--- config.mk ---
export PLATFORM = sky130hd
export DESIGN_NAME = hazard_ctrl
export DESIGN_NICKNAME = d
export VERILOG_FILES = /design/src/rtl/core_pkg.sv /design/src/rtl/sat_counter.sv /design/src/rtl/hazard_ctrl.sv
export SDC_FILE = /design/constraint.sdc
export NUM_CORES = 1
export LEC_CHECK = 0
export CAP_MARGIN = 20
export CORE_MARGIN = 10
export CORE_UTILIZATION = 42
export CTS_CLUSTER_SIZE = 24
export DETAILED_ROUTE_END_ITERATION = 8
export PLACE_DENSITY = 0.72
export SLEW_MARGIN = 15
export SYNTH_ARGS = -nofsm -noshare
export SYNTH_HDL_FRONTEND = slang
export SYNTH_SLANG_ARGS = --single-unit
--- constraint.sdc ---
create_clock -name clk -period 2.4 [get_ports clk]
set_input_delay 0.48 -clock clk [delete_from_list [all_inputs] [get_ports clk]]
set_output_delay 0.48 -clock clk [all_outputs]
set_load 0.1 [all_outputs]
--- src/rtl/core_pkg.sv ---
// Shared constants and types for the 5-stage MIPS core: register
// aliases, hazard-unit stall cause encodings and the opcode/funct
// values the decoder and hazard unit agree on.
package core_pkg;

  localparam logic [4:0] REG_ZERO = 5'd0;
  localparam logic [4:0] REG_RA   = 5'd31;

  typedef enum logic [1:0] {
    CAUSE_NONE     = 2'd0,
    CAUSE_LOAD_USE = 2'd1,
    CAUSE_BR_ALU   = 2'd2,
    CAUSE_BR_LOAD  = 2'd3
  } stall_cause_e;

  localparam logic [5:0] OP_RTYPE = 6'h00;
  localparam logic [5:0] OP_J     = 6'h02;
  localparam logic [5:0] OP_JAL   = 6'h03;
  localparam logic [5:0] OP_BEQ   = 6'h04;
  localparam logic [5:0] OP_BNE   = 6'h05;
  localparam logic [5:0] OP_ADDI  = 6'h08;
  localparam logic [5:0] OP_LW    = 6'h23;
  localparam logic [5:0] OP_SW    = 6'h2b;
  localparam logic [5:0] FN_JR    = 6'h08;
  localparam logic [5:0] FN_JALR  = 6'h09;

  // True when a producer writing register d feeds an operand the ID
  // instruction actually reads; $0 is hardwired and never a dependency.
  function automatic logic reg_match(input logic [4:0] d,
                                     input logic [4:0] rs,
                                     input logic [4:0] rt,
                                     input logic       uses_rs,
                                     input logic       uses_rt);
    return (d != REG_ZERO) && ((uses_rs && (rs == d)) || (uses_rt && (rt == d)));
  endfunction

endpackage

--- src/rtl/sat_counter.sv ---
// Free-running event counter that sticks at all-ones instead of wrapping.
module sat_counter #(
  parameter int W = 32
) (
  input  logic         clk,
  input  logic         reset_n,
  input  logic         inc,
  output logic [W-1:0] count
);

  localparam logic [W-1:0] ONE = {{(W-1){1'b0}}, 1'b1};

  // Count qualified events, holding once the maximum value is reached.
  always_ff @(posedge clk or negedge reset_n) begin
    if (!reset_n) begin
      count <= '0;
    end else if (inc && (count != '1)) begin
      count <= count + ONE;
    end
  end

endmodule

--- src/rtl/hazard_ctrl.sv ---
// Pipeline hazard unit: tracks what the EX and MEM stages will write,
// requests bubbles for RAW hazards the forwarding network cannot cover,
// and flushes IF/ID when a jump or taken branch resolves in ID.
module hazard_ctrl
  import core_pkg::*;
#(
  parameter int CNT_W = 32
) (
  input  logic             clk,
  input  logic             reset_n,
  input  logic [4:0]       id_rs,
  input  logic [4:0]       id_rt,
  input  logic             id_uses_rs,
  input  logic             id_uses_rt,
  input  logic             id_reads_early,
  input  logic             dec_reg_write,
  input  logic             dec_mem_read,
  input  logic [4:0]       dec_dst,
  input  logic             jump_hazard,
  input  logic             branch_taken,
  output logic             load_use_hazard,
  output logic             pc_write,
  output logic             if_id_write,
  output logic             if_id_flush,
  output logic [1:0]       stall_cause,
  output logic [CNT_W-1:0] stall_cycles,
  output logic [CNT_W-1:0] flush_count
);

  // Shadow of the EX stage, and of the MEM stage. The MEM shadow keeps only
  // what hazard detection looks at: a load there still blocks early readers,
  // while a plain ALU result there is already forwardable to ID.
  logic       ex_rw;
  logic       ex_mr;
  logic [4:0] ex_dst;
  logic       mem_mr;
  logic [4:0] mem_dst;

  logic         h_load_use;
  logic         h_br_alu;
  logic         h_br_load;
  logic         stall;
  logic         flush;
  stall_cause_e cause;

  // Hazard detection looks only at the shadows and ID operand fields, never
  // at dec_*, so the bubble request cannot loop back through the decoder.
  always_comb begin
    h_load_use = ex_mr && reg_match(ex_dst, id_rs, id_rt, id_uses_rs, id_uses_rt);
    h_br_alu   = id_reads_early && ex_rw && !ex_mr &&
                 reg_match(ex_dst, id_rs, id_rt, id_uses_rs, id_uses_rt);
    h_br_load  = id_reads_early && mem_mr &&
                 reg_match(mem_dst, id_rs, id_rt, id_uses_rs, id_uses_rt);
    stall      = reset_n && (h_load_use || h_br_alu || h_br_load);
    flush      = reset_n && !stall && (jump_hazard || branch_taken);
    cause      = CAUSE_NONE;
    if (stall) begin
      if (h_load_use) begin
        cause = CAUSE_LOAD_USE;
      end else if (h_br_load) begin
        cause = CAUSE_BR_LOAD;
      end else begin
        cause = CAUSE_BR_ALU;
      end
    end
  end

  assign load_use_hazard = stall;
  assign pc_write        = ~stall;
  assign if_id_write     = ~stall;
  assign if_id_flush     = flush;
  assign stall_cause     = cause;

  // Advance the stage shadows; a stall pushes a bubble into EX.
  always_ff @(posedge clk or negedge reset_n) begin
    if (!reset_n) begin
      ex_rw   <= 1'b0;
      ex_mr   <= 1'b0;
      ex_dst  <= REG_ZERO;
      mem_mr  <= 1'b0;
      mem_dst <= REG_ZERO;
    end else begin
      mem_mr  <= ex_mr;
      mem_dst <= ex_dst;
      if (stall) begin
        ex_rw  <= 1'b0;
        ex_mr  <= 1'b0;
        ex_dst <= REG_ZERO;
      end else begin
        ex_rw  <= dec_reg_write;
        ex_mr  <= dec_mem_read;
        ex_dst <= dec_dst;
      end
    end
  end

  sat_counter #(.W(CNT_W)) u_stall_cnt (
    .clk     (clk),
    .reset_n (reset_n),
    .inc     (stall),
    .count   (stall_cycles)
  );

  sat_counter #(.W(CNT_W)) u_flush_cnt (
    .clk     (clk),
    .reset_n (reset_n),
    .inc     (flush),
    .count   (flush_count)
  );

endmodule

==> results of run 1 <==
-- layout by cell type, fill, tap and decap left out, types with 3 or more instances in the layout --
master           netlist  routed
and2_1                13      12
clkdlybuf4s50_1        0      22
nor3_1                26      25
nand2_1               40      34
buf_6                  0       6
clkinvlp_4             0       3
nor4_1                12      10
dfrtp_2                0      51
buf_12                 0      12
xnor2_2                0       6
xor2_1                29      29
nand4_1               18      18
buf_4                  2      94
dfrtp_1               77      14
xnor2_1               51      45
dfrtp_4                0      12
nand2_4                0       4
nand3_2                0       6
nand3_1               35      18
nand3_4                0      11
and4_1                 6       6
nor2_1                18      16
and3_1                14      13
clkbuf_8               0      11
-- per-stage QoR --
step | utilization [%] | total power [uW] | worst slack [ns] | area [sq um] | hold WS, ns
finish | 65.41 | 3633 | -0.4183 | 5958 | 0.1016
global route | 65.41 | 3794 | -0.5489 | 5958 | 0.1036
CTS | 60.34 | 3606 | -0.4561 | 5497 | 0.09315
detailed placement | 57.42 | 2564 | -0.3505 | 5230 | 0.4591
global placement | 57.42 | 2548 | -0.2830 | 5230 | 0.4589
floorplan | - | 2262 | -0.4070 | 4106 | 0.1844
-- worst max-delay path, delay by kind of cell (launching register included) --
family	cells	cell delay [ns]
simple gates	2	0.74
buf+inv	2	0.31
compound gates	3	0.56
flops	1	0.38
-- registers in the layout, summed over array words and instances (netlist names) --
signal	count
ex_dst	5
u_stall_cnt.count	32
ex_mr	1
mem_mr	1
mem_dst	5
ex_rw	1
u_flush_cnt.count	32
-- per-layer routing --
metal / track usage (%) / wire length [um] / vias to the layer above
li1: - / - / 1625
met3: 4.314 / 757 / 25
met1: 19.91 / 4525 / 1679
met5: 0 / 0 / -
met4: 6.339 / 279 / 0
met2: 25.04 / 5230 / 120
-- where the power goes --
part / switching [uW] / internal [uW] / leakage, uW
Combinational: 749 / 328 / 0.00151
Sequential: 114 / 1410 / 0.000923
Clock: 491 / 537 / 0.000102
-- cell families (layout without fill, tap and decap cells) --
kind of cell    Yosys count  in the layout  synth area share [%]
mux                       4              4                 1.158
xor+xnor                 80             80                 18.01
flops                    77             77                 49.53
compound gates           11             11                 2.155
buf+inv                  16            156                 1.930
fa+ha+maj                 2              2                0.6432
simple gates            195            195                 26.57
-- repair_timing --
item | CTS | global route
endpoints found under the hold margin | 0 | 0
resized for setup | 9 | 67
buffers inserted | 2 | 5
gates cloned | 0 | 3
setup endpoints to repair | 57 | 68
pin swaps | 2 | 17
hold buffers | 0 | 0
-- worst paths after layout --
kind / start / to / slack [ns] / cells after the start
max: ex_dst[1] / if_id_flush / -0.42 / 7
min: reset_n / ex_dst[3] / 0.10 / 2
max reg2reg: ex_dst[1] / u_flush_cnt.count[21] / -0.19 / 9
min reg2reg: u_flush_cnt.count[14] / u_flush_cnt.count[14] / 0.47 / 1
max in group asynchronous: reset_n / u_flush_cnt.count[0] / 1.52 / 2
min in group clk: u_flush_cnt.count[14] / u_flush_cnt.count[14] / 0.47 / 1
-- final cells by class --
class / instances / area share, %
Inverter: 3 / 0.2520
Multi-Input combinational cell: 292 / 37.93
Timing Repair Buffer: 137 / 21.80
Clock inverter: 5 / 0.9870
Tap cell: 111 / 2.331
Clock buffer: 11 / 2.541
Sequential cell: 77 / 34.17
==> results.yml, run 1 <==
status:
  status: "finished with violations"
  violations: "negative setup slack"
sta:
  period_needed_ns: 2.818
  finalCritPeriodShare_pct: 117.4
  tightest_slew_ns: 0.7688
  finalWorstSetupSlack_ns: -0.4183
  rsz0062_at_grt: "true"
  slew_violations: 0
  hold_viol: 0
  skew_ns: 0.01165
  slew_headroom_pct: 48.35
  max_freq_mhz: 354.8
  setup_viol: 29
  setup_tns_ns: -4.110
synthesis:
  yosys.area.top_type: "dfrtp_1"
  ys.flop_type: "dfrtp_1"
  async_flop_share_pct: 100.0
  synthCells: 385
  netlist_area_sq_um: 3890
  yosys.area.top_type_share_pct: 49.53
  yosysSeqAreaShare_pct: 49.53
  synth_fp_nets: 411
  synth_edf_count: 0
  ys_top_cells_by_area: "dfrtp_1 50%, xnor2_1 11%, xor2_1 6.5%, nand3_1 4.5%, nand2_1 3.9%"
  yosys-top-cells-count: "77 x dfrtp_1, 51 x xnor2_1, 40 x nand2_1"
  synth_warnings: 0
  ys_ff_latch: 77
  synth.distinct_cells: 35
  yosysMostFrequentCell: "dfrtp_1"
  avgSynthCellArea_sq_um: 10.10
drt:
  via_per_inst: 5.423
  vias: 3449
  drt_pre_antenna_iters: 4
  routedWlPerCell_um: 16.97
  final_antenna_net_count: 0
  routed_wl_um: 10790
  drc_errors: 0
  drtIter0Drc: 207
critical_path:
  cpMaxStageDelayCell: "or4_4"
  cp-start-kind: "flip-flop"
  critPathCaptureType: "output port"
  crit_chain: "or4_4 > o211ai_1 > o22ai_2 > buf_6 > a22oi_2 > and2_4 > buf_12"
  worstPathArrival_ns: 2.34
  critPathMaxFanout: 3
  max_stage_delay_ns: 0.54
  crit_required_ns: 1.92
  path_class: "flip-flop to output port"
clock_network:
  cts_buffer_depth: 2
  htree_levels: 3
  clock_latency_ns: 0.35
  cts_buffers: 9
  clock-sinks: 77
  clock_tree.root_cell: "clkbuf_8"
  cts_tree: "built"
  cts.clk_slew.worst_paths_ns: 0.08
power_and_ir_drop:
  p_leak_uw: 0.002532
  powerDensity_nw_per_um2: 609.8
  vdd_ir_drop_max_v: 0.0008233
placement:
  io_buffers: 93
  dp_hpwl_um: 7831
  place_congestion: 0.8715
  dp_cells: 610
floorplan:
  die-area_sq_um: 13510
  core_area_sq_um: 9109
  pin_count: 94
  fp.dieH_um: 116.2
  die_x_um: 116.2
  row_count: 35
  start_util_pct: 42.71
cells_and_area:
  seqCellArea_sq_um: 2036
  drive_gt1_share_pct: 46.86
  fillers: 715
  final_cells: 636
  syn_to_final_growth_pct: 53.17
  nets: 546
  insertedDiodeCount: 0
  multiInputGateArea_sq_um: 2260
global_routing:
  grt_max_degree: 56
  grtUsageTotal_pct: 15.78
  grt_pass1_vias: 3442
  antenna_found_initial: 0
  grt_pass1_wl_um: 17190
  overflow: 0
job:
  drv_cap: 0
hold_path:
  hold_path.class: "input port to asynchronous set/reset pin"
Note: power is estimated with default switching activity, not from simulation.
==> inputs of run 2 (changes only) <==
- CAP_MARGIN: 20 -> unset
==> results of run 2 <==
The final DEF is identical to that of run 1; final timing and power are the same.
==> inputs of run 3 (changes only) <==
- ABC_AREA: unset -> 0
==> results of run 3 <==
The final DEF is identical to that of run 1; final timing and power are the same.
